**config.mk**
```make
export PLATFORM = sky130hd
export DESIGN_NAME = lut_neuron_array_prog_flat
export DESIGN_NICKNAME = d
export VERILOG_FILES = /design/src/rtl/lut_neuron_pkg.sv /design/src/rtl/lut_neuron_array_prog_if.sv /design/src/rtl/lut_neuron_ram.sv /design/src/rtl/lut_neuron_array_prog.sv /design/src/flat_wrapper.sv
export SDC_FILE = /design/constraint.sdc
export NUM_CORES = 1
export LEC_CHECK = 0
export ABC_AREA = 1
export CORE_MARGIN = 3
export CORE_UTILIZATION = 61
export DETAILED_ROUTE_END_ITERATION = 10
export GPL_ROUTABILITY_DRIVEN = 1
export PLACE_DENSITY = 0.79
export SYNTH_ARGS = -nofsm -noshare
export SYNTH_HDL_FRONTEND = slang
export SYNTH_HIERARCHICAL = 1
export SYNTH_SLANG_ARGS = --single-unit
```
**constraint.sdc**
```tcl
create_clock -name clk -period 4.6 [get_ports clk]
set_input_delay 0.69 -clock clk [delete_from_list [all_inputs] [get_ports clk]]
set_output_delay 0.69 -clock clk [all_outputs]
set_load 0.01 [all_outputs]
```
**src/rtl/lut_neuron_pkg.sv**
```systemverilog
// Shared types and helpers for the programmable LUT neuron array.
// The load-count width follows the table depth and the channel count.
package lut_neuron_pkg;

  typedef enum logic [1:0] {
    EMPTY,
    LOAD,
    RUN
  } lut_state_e;

  function automatic int depth(input int in_bits);
    return 1 << in_bits;
  endfunction

  function automatic int cnt_w(input int channels, input int in_bits);
    return $clog2(channels * depth(in_bits) + 1);
  endfunction

endpackage

```
**src/rtl/lut_neuron_array_prog_if.sv**
```systemverilog
// Config, input and output handshakes of the LUT neuron array.
// master drives stimulus, slave is the array itself.
interface lut_neuron_array_prog_if #(
  parameter int IN_BITS  = 6,
  parameter int OUT_BITS = 1,
  parameter int CHANNELS = 4
);

  logic                         cfg_valid;
  logic                         cfg_ready;
  logic [OUT_BITS-1:0]          cfg_data;
  logic                         cfg_last;
  logic                         in_valid;
  logic                         in_ready;
  logic [CHANNELS*IN_BITS-1:0]  in_data;
  logic                         out_valid;
  logic                         out_ready;
  logic [CHANNELS*OUT_BITS-1:0] out_data;

  modport master (
    output cfg_valid, cfg_data, cfg_last,
    output in_valid, in_data, out_ready,
    input  cfg_ready, in_ready, out_valid, out_data
  );

  modport slave (
    input  cfg_valid, cfg_data, cfg_last,
    input  in_valid, in_data, out_ready,
    output cfg_ready, in_ready, out_valid, out_data
  );

endinterface

```
**src/rtl/lut_neuron_ram.sv**
```systemverilog
// One neuron truth table: distributed RAM, one write, one async read.
// LUTNET_INIT_TABLE_EN adds a reset-time copy of INIT into the table.
module lut_neuron_ram
  import lut_neuron_pkg::*;
#(
  parameter int IN_BITS  = 6,
  parameter int OUT_BITS = 1
`ifdef LUTNET_INIT_TABLE_EN
  ,
  parameter logic [(2**IN_BITS)*OUT_BITS-1:0] INIT = '0
`endif
) (
  input  logic                clk,
`ifdef LUTNET_INIT_TABLE_EN
  input  logic                init,
`endif
  input  logic                we,
  input  logic [IN_BITS-1:0]  waddr,
  input  logic [OUT_BITS-1:0] wdata,
  input  logic [IN_BITS-1:0]  raddr,
  output logic [OUT_BITS-1:0] rdata
);

  localparam int DEPTH = depth(IN_BITS);

  (* ram_style = "distributed" *)
  logic [OUT_BITS-1:0] mem [DEPTH];

`ifdef LUTNET_INIT_TABLE_EN
  // Reset reloads the ROM image; otherwise serial config writes.
  always_ff @(posedge clk) begin
    if (init) begin
      for (int i = 0; i < DEPTH; i++) begin
        mem[i] <= INIT[i*OUT_BITS +: OUT_BITS];
      end
    end else if (we) begin
      mem[waddr] <= wdata;
    end
  end
`else
  // Serial config writes, one entry per handshake.
  always_ff @(posedge clk) begin
    if (we) begin
      mem[waddr] <= wdata;
    end
  end
`endif

  assign rdata = mem[raddr];

endmodule

```
**src/rtl/lut_neuron_array_prog.sv**
```systemverilog
// Runtime-programmable array of LUT neurons with serial table load.
// Optional macro LUTNET_INIT_TABLE_EN: reset loads INIT_TABLE, enters RUN.
module lut_neuron_array_prog
  import lut_neuron_pkg::*;
#(
  parameter int IN_BITS  = 6,
  parameter int OUT_BITS = 1,
  parameter int CHANNELS = 4
`ifdef LUTNET_INIT_TABLE_EN
  ,
  parameter logic [CHANNELS*(2**IN_BITS)*OUT_BITS-1:0] INIT_TABLE = '0
`endif
) (
  input  logic                   clk,
  input  logic                   rst_n,
  lut_neuron_array_prog_if.slave bus,
  output logic                   run,
  output logic                   cfg_err
);

  localparam int DEPTH = depth(IN_BITS);
  localparam int TOTAL = CHANNELS * DEPTH;
  localparam int CW    = cnt_w(CHANNELS, IN_BITS);
  localparam logic [CW-1:0] LAST_IDX = CW'(TOTAL - 1);

`ifdef LUTNET_INIT_TABLE_EN
  localparam lut_state_e RST_ST = RUN;
`else
  localparam lut_state_e RST_ST = EMPTY;
`endif

  lut_state_e state, state_d;
  logic [CW-1:0] cnt, cnt_d, idx, ch_sel;
  logic err_d, cfg_hs, in_hs, final_e;
  logic [CHANNELS*OUT_BITS-1:0] rd;

  assign bus.cfg_ready = 1'b1;
  assign cfg_hs  = bus.cfg_valid;
  assign run     = (state == RUN);
  assign bus.in_ready =
    (state == RUN) && (!bus.out_valid || bus.out_ready);
  assign in_hs   = bus.in_valid && bus.in_ready;
  // A handshake outside LOAD always starts a fresh load at entry 0.
  assign idx     = (state == LOAD) ? cnt : '0;
  assign final_e = (idx == LAST_IDX);
  assign ch_sel  = idx >> IN_BITS;

  // Load sequencing: next state, entry counter and error flag.
  always_comb begin
    state_d = state;
    cnt_d   = cnt;
    err_d   = cfg_err;
    if (cfg_hs) begin
      state_d = LOAD;
      cnt_d   = idx + CW'(1);
      if (final_e) begin
        state_d = RUN;
        cnt_d   = '0;
        err_d   = !bus.cfg_last;
      end else if (bus.cfg_last) begin
        state_d = EMPTY;
        cnt_d   = '0;
        err_d   = 1'b1;
      end
    end
  end

  // FSM, counter and sticky error registers.
  always_ff @(posedge clk) begin
    if (!rst_n) begin
      state   <= RST_ST;
      cnt     <= '0;
      cfg_err <= 1'b0;
    end else begin
      state   <= state_d;
      cnt     <= cnt_d;
      cfg_err <= err_d;
    end
  end

  // Registered output stage with full-throughput handshake.
  always_ff @(posedge clk) begin
    if (!rst_n) begin
      bus.out_valid <= 1'b0;
      bus.out_data  <= '0;
    end else if (in_hs) begin
      bus.out_valid <= 1'b1;
      bus.out_data  <= rd;
    end else if (bus.out_valid && bus.out_ready) begin
      bus.out_valid <= 1'b0;
    end
  end

  for (genvar c = 0; c < CHANNELS; c++) begin : g_ch
    lut_neuron_ram #(
      .IN_BITS  (IN_BITS),
      .OUT_BITS (OUT_BITS)
`ifdef LUTNET_INIT_TABLE_EN
      ,
      .INIT     (INIT_TABLE[c*DEPTH*OUT_BITS +: DEPTH*OUT_BITS])
`endif
    ) u_ram (
      .clk   (clk),
`ifdef LUTNET_INIT_TABLE_EN
      .init  (!rst_n),
`endif
      .we    (rst_n && cfg_hs && (ch_sel == CW'(c))),
      .waddr (idx[IN_BITS-1:0]),
      .wdata (bus.cfg_data),
      .raddr (bus.in_data[c*IN_BITS +: IN_BITS]),
      .rdata (rd[c*OUT_BITS +: OUT_BITS])
    );
  end

endmodule
```
**src/flat_wrapper.sv**
```systemverilog
// flat-port wrapper written by rule: the top's interface ports become plain ports
module lut_neuron_array_prog_flat import lut_neuron_pkg::*;
#(
  parameter int IN_BITS  = 6,
  parameter int OUT_BITS = 1,
  parameter int CHANNELS = 4

)
  (clk, rst_n, run, cfg_err, bus_cfg_valid, bus_cfg_data, bus_cfg_last, bus_in_valid, bus_in_data, bus_out_ready, bus_cfg_ready, bus_in_ready, bus_out_valid, bus_out_data);
  lut_neuron_array_prog_if #(.IN_BITS(IN_BITS), .OUT_BITS(OUT_BITS), .CHANNELS(CHANNELS)) bus_i ();
  input  logic clk;
  input  logic rst_n;
  output logic run;
  output logic cfg_err;
  input wire logic [$bits(bus_i.cfg_valid)-1:0] bus_cfg_valid;
  input wire logic [$bits(bus_i.cfg_data)-1:0] bus_cfg_data;
  input wire logic [$bits(bus_i.cfg_last)-1:0] bus_cfg_last;
  input wire logic [$bits(bus_i.in_valid)-1:0] bus_in_valid;
  input wire logic [$bits(bus_i.in_data)-1:0] bus_in_data;
  input wire logic [$bits(bus_i.out_ready)-1:0] bus_out_ready;
  output wire logic [$bits(bus_i.cfg_ready)-1:0] bus_cfg_ready;
  output wire logic [$bits(bus_i.in_ready)-1:0] bus_in_ready;
  output wire logic [$bits(bus_i.out_valid)-1:0] bus_out_valid;
  output wire logic [$bits(bus_i.out_data)-1:0] bus_out_data;
  assign bus_i.cfg_valid = bus_cfg_valid;
  assign bus_i.cfg_data = bus_cfg_data;
  assign bus_i.cfg_last = bus_cfg_last;
  assign bus_i.in_valid = bus_in_valid;
  assign bus_i.in_data = bus_in_data;
  assign bus_i.out_ready = bus_out_ready;
  assign bus_cfg_ready = bus_i.cfg_ready;
  assign bus_in_ready = bus_i.in_ready;
  assign bus_out_valid = bus_i.out_valid;
  assign bus_out_data = bus_i.out_data;
  lut_neuron_array_prog #(.IN_BITS(IN_BITS), .OUT_BITS(OUT_BITS), .CHANNELS(CHANNELS)) u_core (.clk(clk), .rst_n(rst_n), .bus(bus_i), .run(run), .cfg_err(cfg_err));
endmodule
```
==> results of run 1 <==
## state kept, by name, summed over array words and instances, names as in the netlist
register	flops
u_core/g_ch.u_ram/mem	256
u_core/cfg_err	1
u_core/state	2
u_core/cnt	9
u_core/bus.out_valid	1
u_core/bus.out_data	4
## routing by layer
metal | vias up | wire length (µm) | track usage
met5 | - | 0 | 0
met4 | 0 | 732 | 0.0798
met3 | 70 | 2180 | 0.0318
met2 | 444 | 14400 | 0.417
met1 | 4805 | 12200 | 0.343
li1 | 4783 | - | -
## final timing paths
kind         slack (ns)                                 from                                  end  cells past startpoint
max                1.65         u_core/state[0]$_SDFFE_PN0P_           u_core/cnt[5]$_SDFFE_PN0P_                     15
min                0.46  u_core/bus.out_data[1]$_SDFFE_PN0P_  u_core/bus.out_data[1]$_SDFFE_PN0P_                      2
max reg2reg        1.65         u_core/state[0]$_SDFFE_PN0P_           u_core/cnt[5]$_SDFFE_PN0P_                     15
min reg2reg        0.46  u_core/bus.out_data[1]$_SDFFE_PN0P_  u_core/bus.out_data[1]$_SDFFE_PN0P_                      2
## layout make-up
type                    count  area [µm²]  area share
clock inverters             9        92.6     0.00646
well taps                 270         338      0.0236
inverters                  82         330      0.0231
clock buffers              40         744      0.0520
multi-input cells         979        4290       0.300
repair buffers             54         502      0.0350
flip-flops and latches    273        8030       0.560
## power by group through the flow
stage	Clock (mW)	Combinational, mW	Sequential, mW
floorplan	0	0.199	2.77
global placement	0	0.283	2.77
detailed placement	0	0.288	2.77
CTS	2.13	0.291	2.72
global route	2.22	0.325	2.72
finish	2.10	0.293	2.72
## per-stage QoR
step	utilization	setup slack [ns]	power (mW)
floorplan	-	1.54	2.97
global placement	0.654	1.49	3.06
detailed placement	0.654	1.37	3.06
CTS	0.695	1.66	5.14
global route	0.695	1.41	5.27
finish	0.695	1.65	5.11
## cell usage in the layout (no fill, tap or decap), types with 3 or more instances in the layout
| cell type | synthesis | layout |
|---|---|---|
| sky130_fd_sc_hd__nand4_1 | 21 | 21 |
| sky130_fd_sc_hd__nand3_1 | 258 | 258 |
| sky130_fd_sc_hd__inv_2 | 11 | 11 |
| sky130_fd_sc_hd__nand2_1 | 369 | 369 |
| sky130_fd_sc_hd__nor3_1 | 20 | 20 |
| sky130_fd_sc_hd__o21ai_0 | 3 | 3 |
| sky130_fd_sc_hd__nor2_1 | 254 | 252 |
| sky130_fd_sc_hd__nor4_1 | 16 | 16 |
| sky130_fd_sc_hd__clkbuf_1 | 1 | 11 |
| sky130_fd_sc_hd__inv_6 | 4 | 4 |
| sky130_fd_sc_hd__nor2_2 | 1 | 3 |
| sky130_fd_sc_hd__a21oi_1 | 15 | 15 |
| sky130_fd_sc_hd__ha_1 | 3 | 3 |
| sky130_fd_sc_hd__clkbuf_16 | 0 | 27 |
| sky130_fd_sc_hd__inv_1 | 66 | 66 |
| sky130_fd_sc_hd__clkdlybuf4s50_1 | 0 | 37 |
| sky130_fd_sc_hd__clkinv_1 | 0 | 4 |
| sky130_fd_sc_hd__buf_4 | 13 | 16 |
| sky130_fd_sc_hd__edfxtp_1 | 256 | 256 |
| sky130_fd_sc_hd__dfxtp_1 | 17 | 17 |
## cell families after synthesis
logic type,after synthesis,synth area share
AO/OA/AOI/OAI,25,0.0108
other,1,0.000286
AND/OR/NAND/NOR,950,0.313
adder cells (fa/ha/maj),3,0.00287
flip-flops,273,0.613
buffers and inverters,134,0.0594
## worst max-delay path, delay by kind of cell, from the launching register on
kind,cells,cell delay [ns]
DFF,1,0.75
buffers and inverters,4,0.41
adders and majority gates,2,0.40
AOI/OAI and AO/OA,1,0.06
and+or+nand+nor,8,1.20
==> impl_table.tex, run 1 <==
\begin{tabular}{lr}
\hline
Metric & Value \\
\hline
\multicolumn{2}{l}{\textbf{STA}} \\
Fin Hold WS & 0.462 ns \\
Remaining max-slew budget at the tightest pin & 0.252 \\
Transition time of the tightest slew-check pin & roughly 1.1 ns \\
Final number of setup-violating endpoints & 0 \\
Final hold violation count & 0 \\
Total count of max-transition violations in the final report & 0 \\
Time the worst path needs with I/O delays and setup & 2.95 ns \\
Post-route clock skew & 0.0165 ns \\
RSZ-0062 raised after global routing & no \\
Setup TNS & 0 ns \\
Share of the cycle needed by the critical path after routing & 0.642 \\
Achievable clock frequency & 339 MHz \\
\multicolumn{2}{l}{\textbf{Power}} \\
Power share of the clock group & 0.410 \\
Switching power as a share of total power & 0.211 \\
Largest vdd supply drop & 0.000334 V \\
Switching component of the power & 1.08 mW \\
Part of the power in registers & 0.532 \\
Logic gate share of total power & 0.057 \\
Internal power & 4.03 mW \\
Power density relative to cell area & 357 nW/µm² \\
Leakage power & 4.96 nW \\
\multicolumn{2}{l}{\textbf{Synth}} \\
Gate count after technology mapping & about 1400 \\
List of most frequent post-synthesis cells & 369 x sky130\_fd\_sc\_hd\_\_nand2\_1, 258 x sky130\_fd\_sc\_hd\_\_nand3\_1, 256 x sky130\_fd\_sc\_hd\_\_edfxtp\_1 \\
Sequential area share after synthesis & 0.613 \\
Net Count, Synth & $\sim$1400 \\
Number of enable flip-flop cells after synthesis & 256 \\
Number of flip-flops and latches in the synthesized netlist & 273 \\
Dominant cells by area after synthesis & sky130\_fd\_sc\_hd\_\_edfxtp\_1 59\%, sky130\_fd\_sc\_hd\_\_nand2\_1 11\%, sky130\_fd\_sc\_hd\_\_nand3\_1 9.9\% \\
Avg Inst Size Synth & 9.45 µm² \\
Total number of yosys warnings & 6 \\
Most numerous cell in the Yosys netlist & sky130\_fd\_sc\_hd\_\_nand2\_1 \\
Most used flip-flop cell after synthesis & sky130\_fd\_sc\_hd\_\_edfxtp\_1 \\
Dominant cell type by area after synthesis & sky130\_fd\_sc\_hd\_\_edfxtp\_1 \\
Fraction of registers with async set or reset after synthesis & 0 \\
Library cells used by synthesis & 35 \\
Post-synthesis instance area & 13100 µm² \\
Fraction of post-synthesis cell area in the top cell type by area & 0.587 \\
\multicolumn{2}{l}{\textbf{Global route}} \\
Number of antenna violations at the first check in global routing & 0 \\
Wire length of the first global-routing pass & 47.8 mm \\
Number of global-route vias before repair & 9675 \\
Total grt overflow & 0 \\
Total Routing Usage GR & 0.249 \\
Maximum number of pins on one net before global-route repair & 159 \\
\multicolumn{2}{l}{\textbf{Detailed routing}} \\
Number of violations reported at the end of detailed-routing iteration 0 & 1175 \\
Detail-routed via count per cell & 5.92 \\
Antenna Violating Nets Remaining & 0 \\
Post-route DRC violation count & 0 \\
DRT Pass-1 Iters & 5 \\
Total routed wirelength & 29.5 mm \\
Average wire length per cell after detail routing & 17.3 µm \\
DR vias & $\sim$10000 \\
\multicolumn{2}{l}{\textbf{Clock tree}} \\
Clock Root Buffer & sky130\_fd\_sc\_hd\_\_clkbuf\_16 \\
TritonCTS clock tree & built \\
Buffer count from post-CTS setup fixing & 0 \\
\# H-tree levels & 1 \\
Number of buffers created by CTS & 27 \\
Post\_cts resized & 0 \\
Clock Latency Late Sink & 0.53 ns \\
Clk buf depth & 3 \\
\# clock sinks & between 200 and 300 \\
CTS clk-pin slew, worst paths & about 0.060 ns \\
Hold-fix buffers at CTS & 0 \\
\multicolumn{2}{l}{\textbf{Setup path}} \\
Cell breakdown of the critical path & nand2\_4 > inv\_2 > nand2\_1 > inv\_1 > ha\_1 > nand4\_4 > nor2\_4 > nand2\_1 > nor3\_1 > ha\_1 > inv\_1 > nand3\_1 > inv\_1 > nand3\_1 > a21oi\_1 \\
Category of the most critical setup path & reg2reg \\
Slowest stage cell, crit path & sky130\_fd\_sc\_hd\_\_dfxtp\_1 \\
Largest fanout of any net on the critical path & 9 \\
Required time of the critical path & around 5 ns \\
Most common cell on crit path & sky130\_fd\_sc\_hd\_\_inv\_1 \\
CP max stage delay & 0.75 ns \\
Worst Setup Start Kind & flip-flop \\
Crit. End Element & flip-flop \\
Arrival time reported for the critical path endpoint & 3.34 ns \\
\multicolumn{2}{l}{\textbf{Placement}} \\
Routability congestion estimate & about 0.85 \\
IO Port Bufs & 38 \\
Placed Cells & 1658 \\
Placed wire-length estimate after detailed placement & 18.4 mm \\
Placed instance area & 13500 µm² \\
\multicolumn{2}{l}{\textbf{Floorplan}} \\
Starting utilization of the core area & 0.635 \\
Area inside the core boundary & 20600 µm² \\
Die Width & $\sim$150 µm \\
Floorplan die area & $\sim$23000 µm² \\
DIE HEIGHT & 152 µm \\
Core Rows & 52 \\
IO Pins & 40 \\
\multicolumn{2}{l}{\textbf{Layout}} \\
Layout fillers & 1537 \\
Number of non-filler instances in the completed layout & 1707 \\
Syn-to-layout area delta & 9.43\% \\
Share of final-layout standard cells stronger than drive strength 1 & 0.0578 \\
Final design area excluding fillers & between 10000 and 15000 µm² \\
\# nets final & 1451 \\
Number of antenna cells inserted & 0 \\
\multicolumn{2}{l}{\textbf{Run}} \\
Count of maximum capacitance violations & 0 \\
\multicolumn{2}{l}{\textbf{Run status}} \\
Run status & completed \\
\multicolumn{2}{l}{\textbf{Worst hold path}} \\
Tightest Hold Check Type & reg2reg \\
\hline
\end{tabular}
(Power assumes the default switching activity.)
==> run 2, diff against run 1 <==
Clock period 4.6 ns to 2.75 ns, I/O delays scaled along.
==> run 2 against run 1 <==
Effect of this change:
- routed wire length increased by 1.2%
- count of clock-buffer cells in the layout is the same
- sequential power increased by 67%
- flip-flop and latch count unchanged
- register-to-register slack worse by 1.4 ns
- final cell count is 1.2% higher
- power rose by 67%
- critical endpoint is now bus_in_ready
- first-iteration DRC count down 17%
- sequential share of layout area fell by 0.71 points
- final area increased by 1.3%
- die area stayed put
- critical path type is now reg2out
==> impl_table.tex, run 2 (synthesis gave the netlist of run 1 again) <==
\begin{tabular}{lr}
\hline
Metric & Value \\
\hline
\multicolumn{2}{l}{\textbf{Detailed routing}} \\
Post-route DRC violation count & 0 (unchanged) \\
Number of violations reported at the end of detailed-routing iteration 0 & 976 (-17\%) \\
Detail-routed via count per cell & 5.89 (-0.41\%) \\
Average wire length per cell after detail routing & 17.3 µm (about the same) \\
Antenna Violating Nets Remaining & 0 (unchanged) \\
DR vias & 10184 (+0.81\%) \\
Total routed wirelength & 29.8 mm (+1.2\%) \\
DRT Pass-1 Iters & 5 (unchanged) \\
\multicolumn{2}{l}{\textbf{Global route}} \\
Number of antenna violations at the first check in global routing & 0 (unchanged) \\
Number of global-route vias before repair & 9632 (-0.44\%) \\
Wire length of the first global-routing pass & 48.0 mm (+0.25\%) \\
Total Routing Usage GR & 0.250 (+0.000924) \\
Maximum number of pins on one net before global-route repair & 91 (-43\%) \\
Total grt overflow & 0 (unchanged) \\
\multicolumn{2}{l}{\textbf{Clock tree}} \\
Clk buf depth & 3 (unchanged) \\
TritonCTS clock tree & built \\
\# H-tree levels & 1 (unchanged) \\
\# clock sinks & 273 (unchanged) \\
Number of buffers created by CTS & 28 (+3.7\%) \\
Buffer count from post-CTS setup fixing & 0 (unchanged) \\
CTS clk-pin slew, worst paths & 0.06 ns (about the same) \\
Post\_cts resized & 0 (unchanged) \\
Clock Latency Late Sink & 0.54 ns (about the same) \\
Hold-fix buffers at CTS & 0 (unchanged) \\
Clock Root Buffer & sky130\_fd\_sc\_hd\_\_clkbuf\_16 \\
\multicolumn{2}{l}{\textbf{STA}} \\
Setup TNS & 0 ns (unchanged) \\
Time the worst path needs with I/O delays and setup & 2.50 ns \\
RSZ-0062 raised after global routing & no \\
Share of the cycle needed by the critical path after routing & 0.910 \\
Post-route clock skew & 0.0193 ns (+0.00286 ns) \\
Transition time of the tightest slew-check pin & 0.607 ns (-0.513 ns) \\
Remaining max-slew budget at the tightest pin & 0.595 (+0.343) \\
Achievable clock frequency & 400 MHz \\
Final hold violation count & 0 (unchanged) \\
Total count of max-transition violations in the final report & 0 (unchanged) \\
Final number of setup-violating endpoints & 0 (unchanged) \\
\multicolumn{2}{l}{\textbf{Run}} \\
Count of maximum capacitance violations & 0 (unchanged) \\
\multicolumn{2}{l}{\textbf{Layout}} \\
Share of final-layout standard cells stronger than drive strength 1 & 0.0700 (+0.0122) \\
Number of antenna cells inserted & 0 (unchanged) \\
Most common cell after layout, fill and taps aside & sky130\_fd\_sc\_hd\_\_nand2\_1 \\
Syn-to-layout area delta & 10.8\% \\
Commonest cells after routing, fill and taps aside & 369 x sky130\_fd\_sc\_hd\_\_nand2\_1, 258 x sky130\_fd\_sc\_hd\_\_nand3\_1, 256 x sky130\_fd\_sc\_hd\_\_edfxtp\_1 \\
Flip-flop count of the largest register after layout & 256 (unchanged) \\
Share of the core filled with cells & 0.704 (+0.00892) \\
\# nets final & 1470 (+1.3\%) \\
Register with the most flip-flops & u\_core/g\_ch.u\_ram/mem \\
Largest registers & u\_core/g\_ch.u\_ram/mem (256), u\_core/cnt (9), u\_core/bus.out\_data (4) \\
\multicolumn{2}{l}{\textbf{Power}} \\
Pwr Total & 8.55 mW (+67\%) \\
Largest vdd supply drop & 0.000552 V (+65\%) \\
Power density relative to cell area & 589 nW/µm² (+65\%) \\
Leakage power & 5.07 nW (+2.2\%) \\
\multicolumn{2}{l}{\textbf{Placement}} \\
Placed wire-length estimate after detailed placement & 18.7 mm (+1.9\%) \\
Routability congestion estimate & 0.913 (+8.0\%) \\
IO Port Bufs & 38 (unchanged) \\
\multicolumn{2}{l}{\textbf{Setup path}} \\
CP Launch Point & u\_core/state[0]\$\_SDFFE\_PN0P\_ \\
Category of the most critical setup path & reg2out \\
Arrival time reported for the critical path endpoint & 2.09 ns (-1.25 ns) \\
Crit. End Element & output pin \\
Reg-to-reg endpoint & u\_core/cfg\_err\$\_SDFFE\_PN0P\_ \\
Cells on worst reg2reg path & 15 (unchanged) \\
Largest fanout of any net on the critical path & 8 (-1) \\
Reg-to-Reg Start & u\_core/state[1]\$\_SDFFE\_PN0P\_ \\
Worst Setup Start Kind & flip-flop \\
Setup slack on the worst flop-to-flop path & 0.28 ns (-1.37 ns) \\
Required time of the critical path & 2.34 ns (-2.65 ns) \\
\multicolumn{2}{l}{\textbf{Worst hold path}} \\
Count of cells along the worst hold path & 1 (-1) \\
Tightest Hold Check Type & in2reg \\
Hold EP & u\_core/g\_ch[0].u\_ram/mem[11]\$\_DFFE\_PP\_ \\
Worst Hold Launch & bus\_cfg\_data \\
\multicolumn{2}{l}{\textbf{Floorplan}} \\
Area inside the core boundary & 20600 µm² (unchanged) \\
Starting utilization of the core area & 0.635 (unchanged) \\
IO Pins & 40 (unchanged) \\
Die Width & 152 µm (unchanged) \\
Core Rows & 52 (unchanged) \\
Floorplan die area & 23300 µm² (unchanged) \\
DIE HEIGHT & 152 µm (unchanged) \\
\multicolumn{2}{l}{\textbf{Run status}} \\
Run status & completed \\
\hline
\end{tabular}
[run 2: cell count changes in the layout (fill, tap and decap cells not counted)]
cell	before	now
sky130_fd_sc_hd__clkinvlp_4	1	0
sky130_fd_sc_hd__clkbuf_16	27	28
sky130_fd_sc_hd__buf_12	0	4
sky130_fd_sc_hd__clkinv_1	4	5
sky130_fd_sc_hd__buf_4	16	30
sky130_fd_sc_hd__clkinv_8	0	1
sky130_fd_sc_hd__clkinv_2	2	5
sky130_fd_sc_hd__bufinv_16	2	1
sky130_fd_sc_hd__clkbuf_8	2	0
sky130_fd_sc_hd__clkbuf_1	11	12
[run 2: cell type report]
cell class	instances	area, µm²
Inverter	82	330
Sequential cell	273	8030
Timing Repair Buffer	72	687
Multi-Input combinational cell	979	4290
Clock inverter	12	90.1
Fill cell	1547	6110
Clock buffer	40	746
Tap cell	270	338
[run 2: report_power, final]
group | internal, mW | switching [mW]
clock | 1.98 | 1.50
sequential | 4.54 | 0.00430
combinational | 0.171 | 0.352
[run 2: worst max path at each step]
stage | end | slack (ns) | cells past startpoint
CTS | bus_in_ready | 0.23 | 4
global placement | u_core/g_ch[0].u_ram/mem[37]$_DFFE_PP_ | 0.32 | 6
floorplan | u_core/cnt[7]$_SDFFE_PN0P_ | 0.06 | 14
global route | u_core/cfg_err$_SDFFE_PN0P_ | 0.05 | 15
detailed placement | u_core/g_ch[1].u_ram/mem[20]$_DFFE_PP_ | 0.24 | 6
finish | bus_in_ready | 0.25 | 4
[run 2: worst max-delay path, cell delays in order (launching register included)]
cell	delay (ns)
sky130_fd_sc_hd__dfxtp_1	0.35
sky130_fd_sc_hd__buf_4	0.20
sky130_fd_sc_hd__nor2_2	0.20
sky130_fd_sc_hd__o21a_2	0.25
sky130_fd_sc_hd__clkdlybuf4s50_1	0.56
[run 2: metal layers]
layer / vias to the layer above / track usage / wire [µm]
met3: 56 / 0.0321 / 2210
met5: - / 0 / 0
met1: 4899 / 0.341 / 12000
met2: 420 / 0.431 / 15000
met4: 0 / 0.0632 / 674
li1: 4809 / - / -
[run 2: through the flow]
stage                     cell area, µm²  hold WS (ns)  instances  setup slack [ns]
after floorplan                    13100         0.445       1386            0.0612
after global placement             13700         0.451       1676             0.325
after detailed placement           13700         0.454       1676             0.241
after CTS                          14500         0.374       1728             0.233
after global routing               14500         0.396       1728            0.0521
final                              14500         0.380       1728             0.247
==> run 3, diff against run 2 <==
Settings changed: CELL_PAD_IN_SITES_DETAIL_PLACEMENT from default to 0, CELL_PAD_IN_SITES_GLOBAL_PLACEMENT from default to 1, CORE_UTILIZATION 61 to 48, PLACE_DENSITY 0.79 to default, PLACE_DENSITY_LB_ADDON from default to 0.1.
==> run 3 against run 2 <==
Effect of this change:
- sequential power about the same
- utilization down 15 points
- hold slack worse by 0.094 ns
- flip-flop and latch count unchanged
- clock power up 7.5%
- routed wire length up 5.0%
- power up 3.3%
==> impl_table.tex, run 3 (synthesis gave the netlist of run 1 again) <==
\begin{tabular}{lr}
\hline
Metric & Value \\
\hline
\multicolumn{2}{l}{\textbf{Layout}} \\
Largest registers & u\_core/g\_ch.u\_ram/mem (256), u\_core/cnt (9), u\_core/bus.out\_data (4) \\
Share of final-layout standard cells stronger than drive strength 1 & 0.0751 (+0.00513) \\
Commonest cells after routing, fill and taps aside & 369 x sky130\_fd\_sc\_hd\_\_nand2\_1, 258 x sky130\_fd\_sc\_hd\_\_nand3\_1, 256 x sky130\_fd\_sc\_hd\_\_edfxtp\_1 \\
Flip-flop count of the largest register after layout & 256 (unchanged) \\
Share of the core filled with cells & 0.558 (-0.146) \\
Syn-to-layout area delta & 12.6\% \\
Number of antenna cells inserted & 0 (unchanged) \\
Register with the most flip-flops & u\_core/g\_ch.u\_ram/mem \\
Layout fillers & 2434 (+57\%) \\
Most common cell after layout, fill and taps aside & sky130\_fd\_sc\_hd\_\_nand2\_1 \\
\# nets final & 1477 (+0.48\%) \\
\multicolumn{2}{l}{\textbf{Setup path}} \\
Arrival time reported for the critical path endpoint & 2.11 ns (+0.02 ns) \\
Crit. End Element & output pin \\
Setup slack on the worst flop-to-flop path & 0.38 ns (+0.10 ns) \\
Worst Setup Start Kind & flip-flop \\
Cells on worst reg2reg path & 7 (-8) \\
Cell breakdown of the critical path & inv\_4 > buf\_4 > nor2\_2 > o21a\_2 > clkdlybuf4s50\_1 \\
Crit path buffers/inverters & 3 (+1) \\
Slowest stage cell, crit path & sky130\_fd\_sc\_hd\_\_clkdlybuf4s50\_1 \\
Largest fanout of any net on the critical path & 8 (unchanged) \\
Category of the most critical setup path & reg2out \\
CP max stage delay & 0.56 ns (about the same) \\
Top delay family on crit path & buffers and inverters \\
Required time of the critical path & 2.34 ns (about the same) \\
Reg-to-reg endpoint & u\_core/g\_ch[0].u\_ram/mem[7]\$\_DFFE\_PP\_ \\
Reg-to-Reg Start & u\_core/state[0]\$\_SDFFE\_PN0P\_ \\
\multicolumn{2}{l}{\textbf{Clock tree}} \\
Clock Root Buffer & sky130\_fd\_sc\_hd\_\_clkbuf\_16 \\
Hold-fix buffers at CTS & 0 (unchanged) \\
Buffer count from post-CTS setup fixing & 0 (unchanged) \\
Clock Latency Late Sink & 0.54 ns (about the same) \\
Clk buf depth & 3 (unchanged) \\
TritonCTS clock tree & built \\
Post\_cts resized & 0 (unchanged) \\
Number of buffers created by CTS & 30 (+7.1\%) \\
\# clock sinks & 273 (unchanged) \\
\# H-tree levels & 1 (unchanged) \\
CTS clk-pin slew, worst paths & 0.06 ns (about the same) \\
\multicolumn{2}{l}{\textbf{Global route}} \\
Number of global-route vias before repair & 9279 (-3.7\%) \\
Wire length of the first global-routing pass & 50.1 mm (+4.6\%) \\
Maximum number of pins on one net before global-route repair & 74 (-19\%) \\
Number of antenna violations at the first check in global routing & 0 (unchanged) \\
Total Routing Usage GR & 0.217 (-0.0329) \\
Total grt overflow & 0 (unchanged) \\
\multicolumn{2}{l}{\textbf{STA}} \\
Post-route clock skew & 0.0176 ns (-0.00171 ns) \\
Achievable clock frequency & 396 MHz (-0.84\%) \\
Setup TNS & 0 ns (unchanged) \\
Time the worst path needs with I/O delays and setup & 2.52 ns (+0.0212 ns) \\
Transition time of the tightest slew-check pin & 0.528 ns (-0.0787 ns) \\
Fin Hold WS & 0.286 ns (-0.0939 ns) \\
Final number of setup-violating endpoints & 0 (unchanged) \\
RSZ-0062 raised after global routing & no \\
Final hold violation count & 0 (unchanged) \\
Total count of max-transition violations in the final report & 0 (unchanged) \\
Remaining max-slew budget at the tightest pin & 0.647 (+0.0521) \\
Share of the cycle needed by the critical path after routing & 0.918 (+0.00772) \\
\multicolumn{2}{l}{\textbf{Run status}} \\
Run status & completed \\
\multicolumn{2}{l}{\textbf{Detailed routing}} \\
Total routed wirelength & 31.3 mm (+5.0\%) \\
DR vias & 9792 (-3.8\%) \\
Number of violations reported at the end of detailed-routing iteration 0 & 796 (-18\%) \\
Post-route DRC violation count & 0 (unchanged) \\
Average wire length per cell after detail routing & 17.4 µm (+0.79\%) \\
Detail-routed via count per cell & 5.44 (-7.7\%) \\
Antenna Violating Nets Remaining & 0 (unchanged) \\
DRT Pass-1 Iters & 6 (+1) \\
\multicolumn{2}{l}{\textbf{Power}} \\
Leakage power & 5.15 nW (+1.4\%) \\
Largest vdd supply drop & 0.000435 V (-21\%) \\
Switching component of the power & 1.91 mW (+3.0\%) \\
Power density relative to cell area & 599 nW/µm² (+1.7\%) \\
Power share of the clock group & 0.424 (+0.017) \\
Switching power as a share of total power & 0.217 (-0.000582) \\
Pwr Total & 8.83 mW (+3.3\%) \\
Logic gate share of total power & 0.061 (about the same) \\
Internal power & 6.91 mW (+3.3\%) \\
Part of the power in registers & 0.515 (-0.017) \\
\multicolumn{2}{l}{\textbf{Placement}} \\
Routability congestion estimate & 0.823 (-9.8\%) \\
IO Port Bufs & 38 (unchanged) \\
Placed wire-length estimate after detailed placement & 19.5 mm (+4.4\%) \\
\multicolumn{2}{l}{\textbf{Floorplan}} \\
Floorplan die area & 29300 µm² (+26\%) \\
Starting utilization of the core area & 0.495 (-0.139) \\
Area inside the core boundary & 26400 µm² (+28\%) \\
IO Pins & 40 (unchanged) \\
Core Rows & 59 (+13\%) \\
Die Width & 171 µm (+12\%) \\
DIE HEIGHT & 171 µm (+12\%) \\
\multicolumn{2}{l}{\textbf{Worst hold path}} \\
Hold EP & u\_core/g\_ch[0].u\_ram/mem[44]\$\_DFFE\_PP\_ \\
Tightest Hold Check Type & in2reg \\
Worst Hold Launch & bus\_cfg\_data \\
Count of cells along the worst hold path & 1 (unchanged) \\
\multicolumn{2}{l}{\textbf{Run}} \\
Count of maximum capacitance violations & 0 (unchanged) \\
\hline
\end{tabular}
run 3: cell types whose count changed in the layout (fill, tap and decap cells not counted), moves of 3 or more:
cell	delta
sky130_fd_sc_hd__clkbuf_16	+3
sky130_fd_sc_hd__clkbuf_1	-4
sky130_fd_sc_hd__clkinv_1	+3
sky130_fd_sc_hd__buf_4	+3
run 3: layer usage:
layer,GRT usage,routed length [µm]
met2,0.364,14800
met1,0.313,14400
met5,0,0
met3,0.0222,1750
met4,0.0381,420
run 3: worst reg2reg max path: stages, from the launching register on:
cell and delay (ns):
sky130_fd_sc_hd__dfxtp_1 0.37, sky130_fd_sc_hd__buf_4 0.24, sky130_fd_sc_hd__nand3_4 0.12, sky130_fd_sc_hd__inv_2 0.34
sky130_fd_sc_hd__inv_1 0.22, sky130_fd_sc_hd__nor3_1 0.28, sky130_fd_sc_hd__nand2_1 0.28, sky130_fd_sc_hd__nor2_1 0.21
run 3: area by class of cell:
cell class,count,area (µm²),share of cell area
clock inverters,13,86.3,0.00586
inverters,82,330,0.0224
flip-flops and latches,273,8030,0.545
clock buffers,41,833,0.0565
repair buffers,77,749,0.0509
well taps,335,419,0.0284
multi-input cells,979,4290,0.291
run 3: power by group through the flow:
stage	combinational [mW]	sequential, mW	clock, mW
6_report	0.535	4.55	3.74
5_1_grt	0.597	4.55	4.01
4_1_cts	0.541	4.55	3.82
3_5_place_dp	0.539	4.64	0
3_3_place_gp	0.537	4.64	0
2_1_floorplan	0.332	4.64	0
run 3: worst max-delay path by stage:
stage          cells after the start                                endpoint  slack, ns                          from
2_1_floorplan                     14              u_core/cnt[7]$_SDFFE_PN0P_       0.06  u_core/state[0]$_SDFFE_PN0P_
3_3_place_gp                       6  u_core/g_ch[1].u_ram/mem[19]$_DFFE_PP_       0.24                         rst_n
3_5_place_dp                       6  u_core/g_ch[2].u_ram/mem[36]$_DFFE_PP_       0.20                         rst_n
4_1_cts                            5                            bus_in_ready       0.22  u_core/state[1]$_SDFFE_PN0P_
5_1_grt                            7  u_core/g_ch[2].u_ram/mem[47]$_DFFE_PP_       0.14  u_core/state[0]$_SDFFE_PN0P_
6_report                           5                            bus_in_ready       0.23  u_core/state[1]$_SDFFE_PN0P_
run 3: through the flow:
stage	instance area [µm²]	setup WS, ns	cells
floorplan	13100	0.0612	1386
global placement	13800	0.237	1746
detailed placement	13800	0.201	1746
CTS	14700	0.221	1800
global route	14700	0.145	1800
finish	14700	0.226	1800
